**src/rtl/fpp_param_alu.sv**
```systemverilog
// Parametrised multi-cycle floating-point ALU (sign/exponent/mantissa, no Inf/NaN, truncating).
// ADD/SUB/MUL walk ALIGN->CALC->NORM->DONE; every other opcode resolves in one cycle.
module fpp_param_alu #(
    parameter int EXP_W = 5,
    parameter int MAN_W = 10,
    localparam int W    = 1 + EXP_W + MAN_W
) (
    input  logic         clk,
    input  logic         rst,
    input  logic         st,
    input  logic [3:0]   ALUFunction,
    input  logic [W-1:0] DATA,
    input  logic [W-1:0] REGA,
    input  logic [W-1:0] REGB,
    output logic [W-1:0] REGOUT,
    output logic         en,
    output logic         flag_io,
    output logic         busy,
    output logic         ovf,
    output logic         unf,
    output logic         zero,
    output logic         ill
);
    localparam int BIAS = (1 << (EXP_W - 1)) - 1;
    localparam int EMAX = (1 << EXP_W) - 1;
    localparam int MW1  = MAN_W + 1;
    localparam int PW   = 2 * MW1;
    localparam int EW2  = EXP_W + 2;
    localparam logic signed [EW2-1:0] EMAX_S = EW2'(EMAX);
    localparam logic signed [EW2-1:0] ONE_S  = EW2'(1);
    localparam logic signed [EW2-1:0] BIAS_S = EW2'(BIAS);

    localparam logic [3:0] OP_LOAD  = 4'd0;
    localparam logic [3:0] OP_MOV   = 4'd1;
    localparam logic [3:0] OP_ADD   = 4'd2;
    localparam logic [3:0] OP_NEG   = 4'd3;
    localparam logic [3:0] OP_STORE = 4'd4;
    localparam logic [3:0] OP_MUL   = 4'd6;
    localparam logic [3:0] OP_MAX   = 4'd7;
    localparam logic [3:0] OP_SUB   = 4'd8;
    localparam logic [3:0] OP_CLR   = 4'd9;
    localparam logic [3:0] OP_MIN   = 4'd10;
    localparam logic [3:0] OP_ABS   = 4'd11;

    typedef enum logic [2:0] {S_IDLE, S_ALIGN, S_CALC, S_NORM, S_DONE} state_t;

    state_t r_state, w_next;

    logic [3:0]            r_op;
    logic [W-1:0]          r_a, r_b, r_result;
    logic                  r_sign, r_effSub, r_mulZero;
    logic signed [EW2-1:0] r_exp;
    logic [MW1-1:0]        r_mBig, r_mSmall;
    logic [PW-1:0]         r_sum;
    logic                  r_ovf, r_unf, r_zero, r_ill;

    logic                  w_isArith;
    logic [W-1:0]          w_quickRes;
    logic                  w_quickIll, w_quickZero;
    logic signed [W:0]     w_keyA, w_keyB;

    logic [EXP_W-1:0]      w_ea, w_eb, w_eBig, w_eSmall, w_d;
    logic [MW1-1:0]        w_ma, w_mb, w_mBig, w_mSmallRaw;
    logic                  w_sa, w_sb, w_aBig;
    logic signed [EW2-1:0] w_mulExp;

    int                    w_lead;
    logic [MW1-1:0]        w_shifted;
    logic signed [EW2-1:0] w_nExp;
    logic [MAN_W-1:0]      w_nMan;
    logic                  w_nZero;
    logic [W-1:0]          w_normRes;
    logic                  w_normOvf, w_normUnf, w_normZero;

    // Ordered key for sign-magnitude compare; any exponent-0 value maps to 0 so +0 == -0.
    function automatic logic signed [W:0] sortKey(input logic [W-1:0] x);
        logic signed [W:0] mag;
        mag = $signed({2'b00, x[W-2:0]});
        if (x[W-2:MAN_W] == '0)
            return '0;
        return x[W-1] ? -mag : mag;
    endfunction

    assign w_isArith = (ALUFunction == OP_ADD) || (ALUFunction == OP_SUB) || (ALUFunction == OP_MUL);
    assign w_keyA    = sortKey(REGA);
    assign w_keyB    = sortKey(REGB);

    always_comb begin
        w_quickRes = '0;
        w_quickIll = 1'b0;
        case (ALUFunction)
            OP_LOAD:                 w_quickRes = DATA;
            OP_MOV, OP_STORE:        w_quickRes = REGA;
            OP_NEG:                  w_quickRes = {~REGA[W-1], REGA[W-2:0]};
            OP_ABS:                  w_quickRes = {1'b0, REGA[W-2:0]};
            OP_CLR:                  w_quickRes = '0;
            OP_MAX:                  w_quickRes = (w_keyA >= w_keyB) ? REGA : REGB;
            OP_MIN:                  w_quickRes = (w_keyA <= w_keyB) ? REGA : REGB;
            OP_ADD, OP_SUB, OP_MUL:  w_quickRes = '0;
            default:                 w_quickIll = 1'b1;
        endcase
    end

    assign w_quickZero = (w_quickRes[W-2:MAN_W] == '0);

    // Alignment works on the captured operands; SUB is an ADD with B's sign flipped.
    assign w_ea        = r_a[W-2:MAN_W];
    assign w_eb        = r_b[W-2:MAN_W];
    assign w_ma        = (w_ea == '0) ? '0 : {1'b1, r_a[MAN_W-1:0]};
    assign w_mb        = (w_eb == '0) ? '0 : {1'b1, r_b[MAN_W-1:0]};
    assign w_sa        = r_a[W-1];
    assign w_sb        = r_b[W-1] ^ (r_op == OP_SUB);
    assign w_aBig      = {w_ea, w_ma} >= {w_eb, w_mb};
    assign w_eBig      = w_aBig ? w_ea : w_eb;
    assign w_eSmall    = w_aBig ? w_eb : w_ea;
    assign w_mBig      = w_aBig ? w_ma : w_mb;
    assign w_mSmallRaw = w_aBig ? w_mb : w_ma;
    assign w_d         = w_eBig - w_eSmall;
    assign w_mulExp    = $signed(EW2'(w_ea)) + $signed(EW2'(w_eb)) - BIAS_S;

    always_comb begin
        w_lead = 0;
        for (int i = 0; i < MW1; i++)
            if (r_sum[i])
                w_lead = i;
        w_shifted = r_sum[MAN_W:0] << (MAN_W - w_lead);
        w_nExp    = r_exp;
        w_nMan    = '0;
        w_nZero   = 1'b0;
        if (r_op == OP_MUL) begin
            if (r_mulZero)
                w_nZero = 1'b1;
            else if (r_sum[PW-1]) begin
                w_nExp = r_exp + ONE_S;
                w_nMan = r_sum[PW-2 -: MAN_W];
            end else
                w_nMan = r_sum[PW-3 -: MAN_W];
        end else if (r_sum[MW1:0] == '0)
            w_nZero = 1'b1;
        else if (r_sum[MW1]) begin
            w_nExp = r_exp + ONE_S;
            w_nMan = r_sum[MAN_W:1];
        end else begin
            w_nExp = r_exp - EW2'(MAN_W - w_lead);
            w_nMan = w_shifted[MAN_W-1:0];
        end

        w_normRes = '0;
        w_normOvf = 1'b0;
        w_normUnf = 1'b0;
        if (!w_nZero) begin
            if (w_nExp > EMAX_S) begin
                w_normRes = {r_sign, {(W-1){1'b1}}};
                w_normOvf = 1'b1;
            end else if (w_nExp < ONE_S)
                w_normUnf = 1'b1;
            else
                w_normRes = {r_sign, w_nExp[EXP_W-1:0], w_nMan};
        end
    end

    assign w_normZero = (w_normRes[W-2:MAN_W] == '0);

    always_ff @(posedge clk or posedge rst) begin
        if (rst)
            r_state <= S_IDLE;
        else
            r_state <= w_next;
    end

    // Next state plus the Moore handshake outputs decoded from state.
    always_comb begin
        w_next  = r_state;
        en      = 1'b0;
        flag_io = 1'b0;
        busy    = 1'b1;
        case (r_state)
            S_IDLE: begin
                busy = 1'b0;
                if (st)
                    w_next = w_isArith ? S_ALIGN : S_DONE;
            end
            S_ALIGN: w_next = S_CALC;
            S_CALC:  w_next = S_NORM;
            S_NORM:  w_next = S_DONE;
            S_DONE: begin
                en      = 1'b1;
                flag_io = (r_op == OP_STORE);
                w_next  = S_IDLE;
            end
            default: w_next = S_IDLE;
        endcase
    end

    always_ff @(posedge clk or posedge rst) begin
        if (rst) begin
            r_op      <= '0;
            r_a       <= '0;
            r_b       <= '0;
            r_result  <= '0;
            r_sign    <= 1'b0;
            r_effSub  <= 1'b0;
            r_mulZero <= 1'b0;
            r_exp     <= '0;
            r_mBig    <= '0;
            r_mSmall  <= '0;
            r_sum     <= '0;
            r_ovf     <= 1'b0;
            r_unf     <= 1'b0;
            r_zero    <= 1'b0;
            r_ill     <= 1'b0;
        end else begin
            case (r_state)
                S_IDLE: if (st) begin
                    r_op  <= ALUFunction;
                    r_a   <= REGA;
                    r_b   <= REGB;
                    r_ovf <= 1'b0;
                    r_unf <= 1'b0;
                    if (w_isArith) begin
                        r_zero <= 1'b0;
                        r_ill  <= 1'b0;
                    end else begin
                        r_result <= w_quickRes;
                        r_zero   <= w_quickZero;
                        r_ill    <= w_quickIll;
                    end
                end
                S_ALIGN: begin
                    if (r_op == OP_MUL) begin
                        r_sign    <= w_sa ^ w_sb;
                        r_exp     <= w_mulExp;
                        r_mulZero <= (w_ea == '0) || (w_eb == '0);
                        r_mBig    <= w_ma;
                        r_mSmall  <= w_mb;
                        r_effSub  <= 1'b0;
                    end else begin
                        r_sign    <= w_aBig ? w_sa : w_sb;
                        r_exp     <= $signed(EW2'(w_eBig));
                        r_mulZero <= 1'b0;
                        r_mBig    <= w_mBig;
                        r_mSmall  <= w_mSmallRaw >> w_d;
                        r_effSub  <= w_sa ^ w_sb;
                    end
                end
                S_CALC: begin
                    if (r_op == OP_MUL)
                        r_sum <= PW'(r_mBig) * PW'(r_mSmall);
                    else if (r_effSub)
                        r_sum <= PW'(r_mBig) - PW'(r_mSmall);
                    else
                        r_sum <= PW'(r_mBig) + PW'(r_mSmall);
                end
                S_NORM: begin
                    r_result <= w_normRes;
                    r_ovf    <= w_normOvf;
                    r_unf    <= w_normUnf;
                    r_zero   <= w_normZero;
                    r_ill    <= 1'b0;
                end
                default: ;
            endcase
        end
    end

    assign REGOUT = r_result;
    assign ovf    = r_ovf;
    assign unf    = r_unf;
    assign zero   = r_zero;
    assign ill    = r_ill;
endmodule

```
**config.mk**
```make
export PLATFORM = sky130hd
export DESIGN_NAME = fpp_param_alu
export DESIGN_NICKNAME = d
export VERILOG_FILES = /design/src/rtl/fpp_param_alu.sv
export SDC_FILE = /design/constraint.sdc
export NUM_CORES = 1
export LEC_CHECK = 0
export CORE_ASPECT_RATIO = 0.7
export CORE_MARGIN = 1.5
export CORE_UTILIZATION = 50
export DETAILED_ROUTE_END_ITERATION = 7
export DONT_BUFFER_PORTS = 1
export PLACE_DENSITY = 0.74
export SLEW_MARGIN = 40
export SYNTH_ARGS = -nofsm -noshare
export SYNTH_HDL_FRONTEND = slang
export SYNTH_SLANG_ARGS = --single-unit
```
**constraint.sdc**
```tcl
create_clock -name clk -period 15.8 [get_ports clk]
set_input_delay 4.74 -clock clk [delete_from_list [all_inputs] [get_ports clk]]
set_output_delay 4.74 -clock clk [all_outputs]
set_load 0.1 [all_outputs]
```
### Word level (Yosys, flattened, before mapping)

Index checks and enable logic that the tools add are counted.

* bits in registers: 113
* bits of input ports: 55
* logic and storage cells: 150

* $add $sub $neg: 10
* multipliers: 1
* order comparisons: 5
* equal/unequal tests: 19
* shifts and indexed selects: 2
* mux-type cells: 76
* bitwise gates (word level): 3
* reductions and logical operators: 18

Operators by type and width (number)
* $mux 32: 9
* $mux 16: 7
* $mux 17: 6
* $pmux 16 s6: 1
* $mux 11: 6
* $mux 10: 5
* $mux 22: 2
* $mux 7: 6
* $neg 15->17: 2
* $pmux 16 s2: 1
* $shl 11x32->10: 1
* $sub 5x32->32 const A: 1
* $logic_not 5->1: 6
* $mux 1: 24
* $mul 11x11->22: 1
* $eq 4x3->1 const B: 5
* $eq 4x4->1 const B: 5
* $ge 17x17->1: 1
* $le 17x17->1: 1
* $ge 16x16->1: 1
* $add 11x11->12: 1
* $logic_not 12->1: 1
* $pmux 3 s4: 1
* $sub 11x11->12: 1
* other kinds (27): 39

### Logic depth before layout (Yosys ltp)

Gate-level depths: netlist of run 1.

* depth after elaboration: 21
* mapped depth: 22

### Least setup slack after synthesis of run 1

No wires, ideal clock.

* path type: input to register
* from: in REGA[5]
* to: reg r_result[0] (netlist: REGOUT[0])
* library setup time: 0.088 ns
* data arrival time: 8.526 ns
* required time: 15.712 ns
* path slack: 7.186 ns
* stages: 17
* cell sequence: or4_1 > or4_1 > o31ai_1 > xor2_1 > nor2_1 > ha_1 > nand4_1 > nor4_1 > nand3_1 > and4_1 > nor3_1 > a31oi_1 > o21ai_1 > clkbuf_1 > a222oi_1 > or2_2 > a41oi_1

* cells in the longest elaborated chain, start to end: 9
* elaborated cells on any way between the ends: 11
* those cells by class: 1 x add/sub; 2 x order compare; 8 x mux

Ends and longest elaborated chain
* start: declaration: RTL line 13 `input logic [W-1:0] REGA,`
* $neg 15->17: RTL line 81 `return x[W-1] ? -mag : mag;`
* $mux 17 * (2 in series): RTL line 81
* $le 17x17->1 / $ge 17x17->1 (equally long branches): RTL line 98, 97
* $mux 16, on equally long branches: RTL line 98, 97
* $pmux 16 s6 *: RTL line 91 `case (ALUFunction)`
* $mux 16 *: RTL line 220 `if (w_isArith) begin`
* $mux 16 *: RTL line 214 `S_IDLE: if (st) begin`
* $pmux 16 s2 *: RTL line 213 `case (r_state)`
* end signal: assignment: RTL line 224 `r_result <= w_quickRes;`
* end signal: assignment: RTL line 255 `r_result <= w_normRes;`
* end: declaration: RTL line 50 `logic [W-1:0] r_a, r_b, r_result;`

Every way passes the cells marked *; elsewhere a longest branch is shown, timed or not. The select of a mux whose other input is x is not followed.
A chain may end at the register's enable or synchronous reset.

### Final worst setup path of run 1

* from: in REGB[7]
* to: reg r_result[11] (netlist: REGOUT[11])

* cells in the longest elaborated chain, start to end: 9
* elaborated cells on any way between the ends: 11
* those cells by class: 1 x add/sub; 2 x order compare; 8 x mux

Ends and longest elaborated chain
* start: declaration: RTL line 14 `input logic [W-1:0] REGB,`
* $neg 15->17: RTL line 81
* $mux 17 * (2 in series): RTL line 81
* $le 17x17->1 / $ge 17x17->1 (equally long branches): RTL line 98, 97
* $mux 16, on equally long branches: RTL line 98, 97
* $pmux 16 s6 *: RTL line 91
* $mux 16 *: RTL line 220
* $mux 16 *: RTL line 214
* $pmux 16 s2 *: RTL line 213

Marks and branches as above.

==> flow_summary.toml, run 1 <==
[global_routing]
grt_max_degree = 81
grt_pass1_vias = 12000
antenna_found_initial = 0
grt_pass1_wl_um = 69400
overflow = 0
grt_usage_pct = 31.1

[sta]
grt_setup_unrepaired = "false"
fin_skew_ns = 0.00983
max_freq_mhz = 107
tightest_slew_ns = 0.875
setup_slack_ns = 6.48
drv_slew = 0
setup_viol = 0
finalCriticalPeriod_ns = 9.32
fin_tns_setup_ns = 0
period_share_pct = 59.0
hold_violations = 0
max_slew_margin_pct = 41.2

[clocking]
clk_pin_slew_ns = 0.06
cts_max_level = 4
post_cts_buffers = 0
numCtsBuffers = 17
clock-sinks = 113
postCtsHoldBufs = 0
cts_tree = "yes"
post_cts_resized = 0
clk_path_buf_depth = 2
cts-root-buf = "clkbuf_16"
clk_latency_ns = 0.42

[cells_and_area]
drive_gt1_share_pct = 6.33
area_growth_pct = 6.79
diodes = 0
nets = 1952

[power]
power_per_cell_area_nw_per_um2 = 245
leakagePower_nw = 7.18
clockPowerShare_pct = 12.2
p_comb_share_pct = 63.6
switching_share_pct = 55.6
internal-power_mw = 1.62
vdd_drop_max_mv = 0.152
power.net_switching_mw = 2.03
seqPwrFrac_pct = 24.2

[floorplanning]
core_sq_um = 27100
die_h_um = 143
dieArea_sq_um = 29000
die_w_um = 203
io_pins = 78
core.rowCount = 50
initial_utilization_pct = 51.5

[synth]
yosysMostFrequentCell = "nand2_1"
syn_inst = 1742
synth.distinct_cells = 88
postSynth.asyncResetShare_pct = 100
synth_area_leaders = "dfrtp_1, ha_1, fa_1"
ys_ff_latch = 113
netlist_top_cells_count = "nand2_1, inv_1, ha_1"
synth_top_area_share_pct = 20.3
yosysSeqAreaShare_pct = 20.3
syn_area_sq_um = 14000
synth_area_per_cell_sq_um = 8.02
yosys_most_used_dff = "dfrtp_1"
synth_nets = 2016
ys_warn_count = 0
yosysTopAreaCell = "dfrtp_1"
synth_edf_count = 0

[run_status]
status = "finished, final reports clean"

[critical_path]
required_ns = 16.11
cpMaxStageDelayCell = "a222oi_1"
worstSetupEndpointType = "register"
crit_type = "in -> reg"
worstPathCellList = "or4_1, nor3_1, nand3_1, o31ai_1, xnor2_1, nand2_1, ha_1, nand4_1, nor4_1, nand3_1, and4_1, nor3_1, o32ai_1, buf_4, a222oi_1, o221ai_1, o21a_1"
cp_max_fo = 15
cp.arrival_ns = 9.64
start_kind = "primary input"
worst_path_largest_cell_delay_ns = 0.60

[place]
hpwl_um = 34800
pre_cts_ws_ns = 6.36
gp_congestion = 0.972
io_buffers = 0

[routing]
wl_per_cell_um = 21.6
drtIter0Drc = 1553
dr.pass1.iters = 7
drcViolationCount = 0
viasPerCell = 6.26
wl_um = 44500
via_count = 12900
ant_nets = 0

[job]
drv_cap = 0

[worst_hold_path]
hp-class = "reg -> reg"
## placed cells by master (no fill, tap or decap), types with 39 or more instances in the layout
cell and instances:
nand2_1 291, inv_1 161, ha_1 135, nor2_1 132, a21oi_1 93, dfrtp_1 93, o21ai_0 92, fa_1 84
mux2i_1 53, and2_1 39
## area by class of cell
cell class / count / area (sq um)
Sequential cell: 113 / 2850
Inverter: 163 / 614
Clock inverter: 9 / 176
Fill cell: 2516 / 12200
Timing Repair Buffer: 15 / 136
Tap cell: 364 / 455
Multi-Input combinational cell: 1368 / 10200
Clock buffer: 23 / 498
## layer usage
| metal | global-route usage [%] | vias up | wire length (um) |
|---|---|---|---|
| met1 | 48.6 | 6208 | 20600 |
| met2 | 41.2 | 692 | 17400 |
| met4 | 5.22 | 0 | 446 |
| met5 | 0 | - | 0 |
| met3 | 10.0 | 50 | 5990 |
| li1 | - | 5915 | - |
## flip-flops by register name, indices dropped and copies added, names as in the netlist
signal and flops:
r_exp 7, REGOUT 16, r_mulZero 1, r_b 16, r_effSub 1, r_sign 1
r_a 16, unf 1, r_mBig 11, r_sum 22, ill 1, r_state 3
zero 1, ovf 1, r_mSmall 11, r_op 4
## critical path: cells and delay by family
family	cells	cell delay, ns
and+or+nand+nor	9	2.61
AOI/OAI and AO/OA	5	1.55
adders and majority gates	1	0.35
buffers and inverters	1	0.24
xor gates and xnor gates	1	0.16
## worst paths after layout
check,endpoint,slack [ns],cells after the start,from
worst max-delay path,REGOUT[11]$_DFFE_PP0P_,6.48,17,REGB[7]
worst max register to register,r_sum[21]$_DFFE_PP0P_,9.72,21,r_mBig[2]$_DFFE_PP0P_
max in group asynchronous,r_sum[0]$_DFFE_PP0P_,10.52,2,rst
min in group asynchronous,REGOUT[13]$_DFFE_PP0P_,4.21,1,rst
worst min register to register,r_b[1]$_DFFE_PP0P_,0.48,2,r_b[1]$_DFFE_PP0P_
worst min-delay path,r_b[1]$_DFFE_PP0P_,0.48,2,r_b[1]$_DFFE_PP0P_
## kinds of logic (layout without fill, tap and decap cells)
group | count (synthesis) | after routing | synth area share (%)
AO/OA/AOI/OAI | 379 | 379 | 18.1
XOR/XNOR | 52 | 52 | 3.26
adder cells (fa/ha/maj) | 220 | 220 | 24.2
buffers and inverters | 261 | 210 | 7.18
flip-flops | 113 | 113 | 20.3
multiplexers | 63 | 63 | 5.09
other | 1 | 1 | 0.0269
AND/OR/NAND/NOR | 653 | 653 | 21.9
## power by group through the flow
stage / clock (mW) / combinational (mW) / sequential (mW)
CTS: 0.446 / 2.27 / 0.866
detailed placement: 0 / 2.25 / 0.870
finish: 0.445 / 2.32 / 0.881
floorplan: 0 / 1.80 / 0.692
global route: 0.463 / 2.55 / 0.896
global placement: 0 / 2.20 / 0.860
## through the flow
| stage | area (sq um) | total power [mW] | util (%) | std cells | hold slack [ns] |
|---|---|---|---|---|---|
| 4_1_cts | 14900 | 3.58 | 55.0 | 2055 | 0.483 |
| 2_1_floorplan | 14000 | 2.49 | - | 1742 | 0.446 |
| 6_report | 14900 | 3.65 | 55.0 | 2055 | 0.480 |
| 5_1_grt | 14900 | 3.91 | 55.0 | 2055 | 0.513 |
| 3_3_place_gp | 14200 | 3.06 | 52.4 | 2023 | 0.465 |
| 3_5_place_dp | 14200 | 3.12 | 52.5 | 2023 | 0.470 |
Note: power is estimated with default switching activity, not from simulation.
==> run 2: changes to the inputs <==
clock period = 9.32 ns   (was 15.8 ns; I/O delays follow)
==> run 2 against run 1 <==
  * Sequential power increased by 69%
  * Sequential share of layout area grew 0.12 points
  * Via count up 0.31%
  * Global-route usage is 0.34 points lower
  * Critical path type unchanged
  * Clock power up 47%
  * The flow now finishes with violations (DRC)
  * Total power grew 66%
==> flow_summary.toml, run 2 (synthesis results as in run 1) <==
[run_status]
status = "complete, but fails checks"
failed_checks = "DRC"

[clocking]
clock-sinks = 113
cts_tree = "yes"
post_cts_buffers = 0
post_cts_resized = 0
cts-root-buf = "clkbuf_16"
clk_pin_slew_ns = 0.06
clk_latency_ns = 0.42
postCtsHoldBufs = 0
clk_path_buf_depth = 2
cts_max_level = 4
numCtsBuffers = 17

[routing]
via_count = 12900
drtIter0Drc = 1567
ant_nets = 0
wl_um = 44100
dr.pass1.iters = 8
viasPerCell = 6.28
drcViolationCount = 7
wl_per_cell_um = 21.5

[worst_hold_path]
min_path_cells = 2
hold_end = "r_b[0]$_DFFE_PP0P_"
hold_path.startpoint = "r_b[0]$_DFFE_PP0P_"
hp-class = "reg -> reg"

[global_routing]
grt_max_degree = 81
grt_pass1_wl_um = 68500
grt_usage_pct = 30.7
grt_pass1_vias = 12000
antenna_found_initial = 1
overflow = 0

[critical_path]
cp_max_fo = 15
start_kind = "primary input"
crit_buf_inv = 1
worst_path_largest_cell_delay_ns = 0.56
crit_type = "in -> reg"
timing.rr.start = "r_mBig[2]$_DFFE_PP0P_"
r2r_slack_ns = 3.29
cp.arrival_ns = 7.44
worstPathCellList = "or4_1, nor3_1, nand3_1, o31ai_1, xnor2_1, nand2_1, ha_1, nand4_1, nor4_1, nand3_1, and4_1, nor3_1, o32ai_1, buf_4, a222oi_1, o221ai_1, o21a_1"
reg2reg_depth = 21
r2r-end = "r_sum[21]$_DFFE_PP0P_"
required_ns = 9.63
critPathTopFamily = "simple AND/OR/NAND/NOR gates"
cpMaxStageDelayCell = "or4_1"
worstSetupEndpointType = "register"

[cells_and_area]
area_growth_pct = 6.13
largest_reg_flops = 22
diodes = 0
final_common_cell = "nand2_1"
regMostFlops = "r_sum"
drive_gt1_share_pct = 6.32
mostFrequentLayoutCells = "nand2_1, inv_1, ha_1, nor2_1"
nets = 1953

[power]
leakagePower_nw = 7.12
vdd_drop_max_mv = 0.247
power_per_cell_area_nw_per_um2 = 410

[floorplanning]
core.rowCount = 50
die_h_um = 143
io_pins = 78
initial_utilization_pct = 51.5
dieArea_sq_um = 29000
die_w_um = 203
core_sq_um = 27100

[sta]
setup_slack_ns = 2.19
period_share_pct = 76.5
hold_violations = 0
fin_tns_setup_ns = 0
max_freq_mhz = 140
tightest_slew_ns = 0.894
grt_setup_unrepaired = "false"
finalCriticalPeriod_ns = 7.13
fin_skew_ns = 0.00598
drv_slew = 0
max_slew_margin_pct = 39.9
setup_viol = 0

[place]
io_buffers = 0
hpwl_um = 34600
gp_congestion = 0.982
pre_cts_ws_ns = 1.95

[job]
drv_cap = 0
run 2: worst max-delay path by stage:
stage / depth (start not counted) / slack (ns) / start / endpoint
4_1_cts: 17 / 2.38 / REGB[7] / REGOUT[11]$_DFFE_PP0P_
3_3_place_gp: 18 / 2.00 / REGB[7] / zero$_DFFE_PP0P_
5_1_grt: 17 / 1.90 / REGB[7] / REGOUT[11]$_DFFE_PP0P_
2_1_floorplan: 17 / 2.65 / REGA[5] / REGOUT[0]$_DFFE_PP0P_
3_5_place_dp: 17 / 1.95 / REGB[7] / REGOUT[11]$_DFFE_PP0P_
6_report: 17 / 2.19 / REGB[7] / REGOUT[11]$_DFFE_PP0P_
run 2: area by class of cell:
type	instances	area (sq um)
Clock buffer	19	443
Inverter	163	614
Timing Repair Buffer	16	141
Tap cell	364	455
Sequential cell	113	2850
Fill cell	2546	12300
Multi-Input combinational cell	1368	10200
Clock inverter	13	138
run 2: metal layers:
metal | vias up | track usage, % | part of all wire [%]
met1 | 6290 | 47.3 | 47
met2 | 647 | 40.5 | 39
met4 | 0 | 4.99 | 1.2
met5 | - | 0 | 0
met3 | 59 | 11.4 | 13
li1 | 5909 | - | -
run 2: report_power, final:
part	switching, mW	total, mW	internal (mW)	leakage [nW]
registers	0.772	1.49	0.714	1.39
clock network	0.254	0.654	0.400	0.267
logic	2.41	3.93	1.52	5.46
total	3.44	6.07	2.63	7.12
run 2: through the flow:
step / cell area [sq um] / cells / hold WS [ns] / power (mW) / util, %
2_1_floorplan: 14000 / 1742 / 0.446 / 4.23 / -
3_3_place_gp: 14200 / 2024 / 0.464 / 5.19 / 52.4
3_5_place_dp: 14200 / 2024 / 0.469 / 5.28 / 52.6
4_1_cts: 14800 / 2056 / 0.485 / 5.97 / 54.7
5_1_grt: 14800 / 2056 / 0.500 / 6.52 / 54.7
6_report: 14800 / 2056 / 0.483 / 6.07 / 54.7
run 2: tightest hold or removal path: stages, from the launching register on:
cell	delay (ns)
dfrtp_1	0.34
nand2_1	0.05
o21ai_0	0.06
==> run 3: changes to the inputs <==
PLACE_DENSITY = 0.77   (was 0.74)
clock period = 6.3 ns   (was 9.32 ns; I/O delays follow)
==> run 3 against run 2 <==
  * The flow still finishes with violations (DRC)
  * Critical path depth is 1 higher
  * Sequential share of layout area is 0.21 points lower
  * Total power is 50% higher
  * Global-route usage is 0.44 points higher
  * Hold slack worse by 0.0022 ns
  * Clock skew is 0.010 ns higher
  * First-iteration DRC count is 5.1% lower
  * Via count hardly changed
  * Sequential power is 43% higher
==> flow_summary.toml, run 3 (synthesis results as in run 1) <==
[place]
pre_cts_ws_ns = -0.0160
hpwl_um = 35300
gp_congestion = 1.02
io_buffers = 0

[routing]
wl_per_cell_um = 21.5
drcViolationCount = 3
ant_nets = 0
wl_um = 44500
drtIter0Drc = 1487
viasPerCell = 6.23
via_count = 12900
dr.pass1.iters = 8

[power]
p_comb_share_pct = 65.8
internal-power_mw = 3.95
power_per_cell_area_nw_per_um2 = 608
power.net_switching_mw = 5.17
vdd_drop_max_mv = 0.322
clockPowerShare_pct = 10.8
leakagePower_nw = 7.23
switching_share_pct = 56.7
seqPwrFrac_pct = 23.4

[cells_and_area]
mostFrequentLayoutCells = "nand2_1, inv_1, ha_1, nor2_1"
diodes = 0
final_core_util_pct = 55.3
area_growth_pct = 7.29
regMostFlops = "r_sum"
drive_gt1_share_pct = 7.55
final_common_cell = "nand2_1"
largest_reg_flops = 22
nets = 1970
fill_cells = 2489

[sta]
tightest_slew_ns = 0.840
period_share_pct = 94.5
drv_slew = 0
fin_tns_setup_ns = 0
max_slew_margin_pct = 43.6
hold_violations = 0
fin_skew_ns = 0.0161
max_freq_mhz = 168
grt_setup_unrepaired = "false"
setup_viol = 0
finalCriticalPeriod_ns = 5.95
setup_slack_ns = 0.345

[critical_path]
crit_end = "REGOUT[5]$_DFFE_PP0P_"
cp.arrival_ns = 6.24
r2r_slack_ns = 0.41
r2r-end = "r_sum[21]$_DFFE_PP0P_"
reg2reg_depth = 20
crit_type = "in -> reg"
worstSetupEndpointType = "register"
start_kind = "primary input"
crit_path_start = "REGA[5]"
cp_max_fo = 10
timing.rr.start = "r_mBig[5]$_DFFE_PP0P_"
required_ns = 6.59

[floorplanning]
die_w_um = 203
initial_utilization_pct = 51.5
core_sq_um = 27100
io_pins = 78
core.rowCount = 50
dieArea_sq_um = 29000
die_h_um = 143

[global_routing]
grt_usage_pct = 31.2
overflow = 0
grt_max_degree = 76
grt_pass1_wl_um = 70000
grt_pass1_vias = 12200
antenna_found_initial = 0

[clocking]
cts-root-buf = "clkbuf_16"
cts_max_level = 4
clk_path_buf_depth = 2
clk_latency_ns = 0.42
clk_pin_slew_ns = 0.06
clock-sinks = 113
numCtsBuffers = 17
cts_tree = "yes"
post_cts_buffers = 0

[run_status]
failed_checks = "DRC"
status = "complete, but fails checks"

[job]
drv_cap = 0

[worst_hold_path]
hp-class = "reg -> reg"
## run 3: timing repair
| action | 4_1_cts | 5_1_grt |
|---|---|---|
| resized for setup | 0 | 2 |
| hold buffers | 0 | 0 |
| endpoints found under the setup margin | 0 | 4 |
## run 3: layout make-up
type,instances,area (sq um),area share (%)
inverter,163,617,4.12
tap,364,455,3.04
clock buffer,18,439,2.93
multi-input combinational,1368,10200,68.1
timing repair buffer,33,265,1.77
clock inverter,14,155,1.04
sequential,113,2850,19.0
## run 3: power groups by stage
stage | sequential (mW) | combinational [mW] | clock [mW]
floorplan | 1.74 | 4.52 | 0
global route | 2.17 | 6.57 | 1.02
CTS | 2.09 | 5.84 | 0.984
detailed placement | 2.11 | 5.79 | 0
global placement | 2.08 | 5.65 | 0
finish | 2.13 | 5.99 | 0.985
## run 3: metrics by stage
| step | total power [mW] | instances | area (sq um) | hold slack [ns] |
|---|---|---|---|---|
| global route | 9.76 | 2073 | 15000 | 0.502 |
| CTS | 8.92 | 2073 | 15000 | 0.479 |
| detailed placement | 7.89 | 2041 | 14400 | 0.463 |
| floorplan | 6.25 | 1742 | 14000 | 0.446 |
| global placement | 7.72 | 2041 | 14300 | 0.464 |
| finish | 9.11 | 2073 | 15000 | 0.480 |
## run 3: worst min-delay path by stage
stage / slack, ns / cells after the start / start / to
after global placement: 0.46 / 2 / r_b[2]$_DFFE_PP0P_ / r_b[2]$_DFFE_PP0P_
final: 0.48 / 2 / r_a[3]$_DFFE_PP0P_ / r_a[3]$_DFFE_PP0P_
after detailed placement: 0.46 / 2 / r_b[2]$_DFFE_PP0P_ / r_b[2]$_DFFE_PP0P_
after global routing: 0.50 / 2 / r_a[8]$_DFFE_PP0P_ / r_a[8]$_DFFE_PP0P_
after CTS: 0.48 / 2 / r_b[2]$_DFFE_PP0P_ / r_b[2]$_DFFE_PP0P_
after floorplan: 0.45 / 2 / r_a[2]$_DFFE_PP0P_ / r_a[2]$_DFFE_PP0P_
## run 3: worst max-delay path: stages
cell and delay [ns]:
or4_1 0.60, or4_1 0.47, o31ai_1 0.27, xor2_1 0.18, nor2_1 0.06, ha_1 0.19, a21oi_1 0.13, o21ai_0 0.13
a2111oi_0 0.45, buf_4 0.19, and4_1 0.23, nor3_2 0.08, a31oi_1 0.17, o21ai_1 0.20, buf_4 0.25, a222oi_1 0.46
a2bb2oi_1 0.21, a21oi_1 0.08
## run 3: routing by layer
layer	wire (um)	global-route usage [%]	part of all wire [%]	vias to the layer above
met5	0	0	0	-
met1	20700	47.7	46	6271
met3	6020	11.5	14	45
met4	461	4.13	1.0	0
li1	-	-	-	5935
met2	17300	41.9	39	656
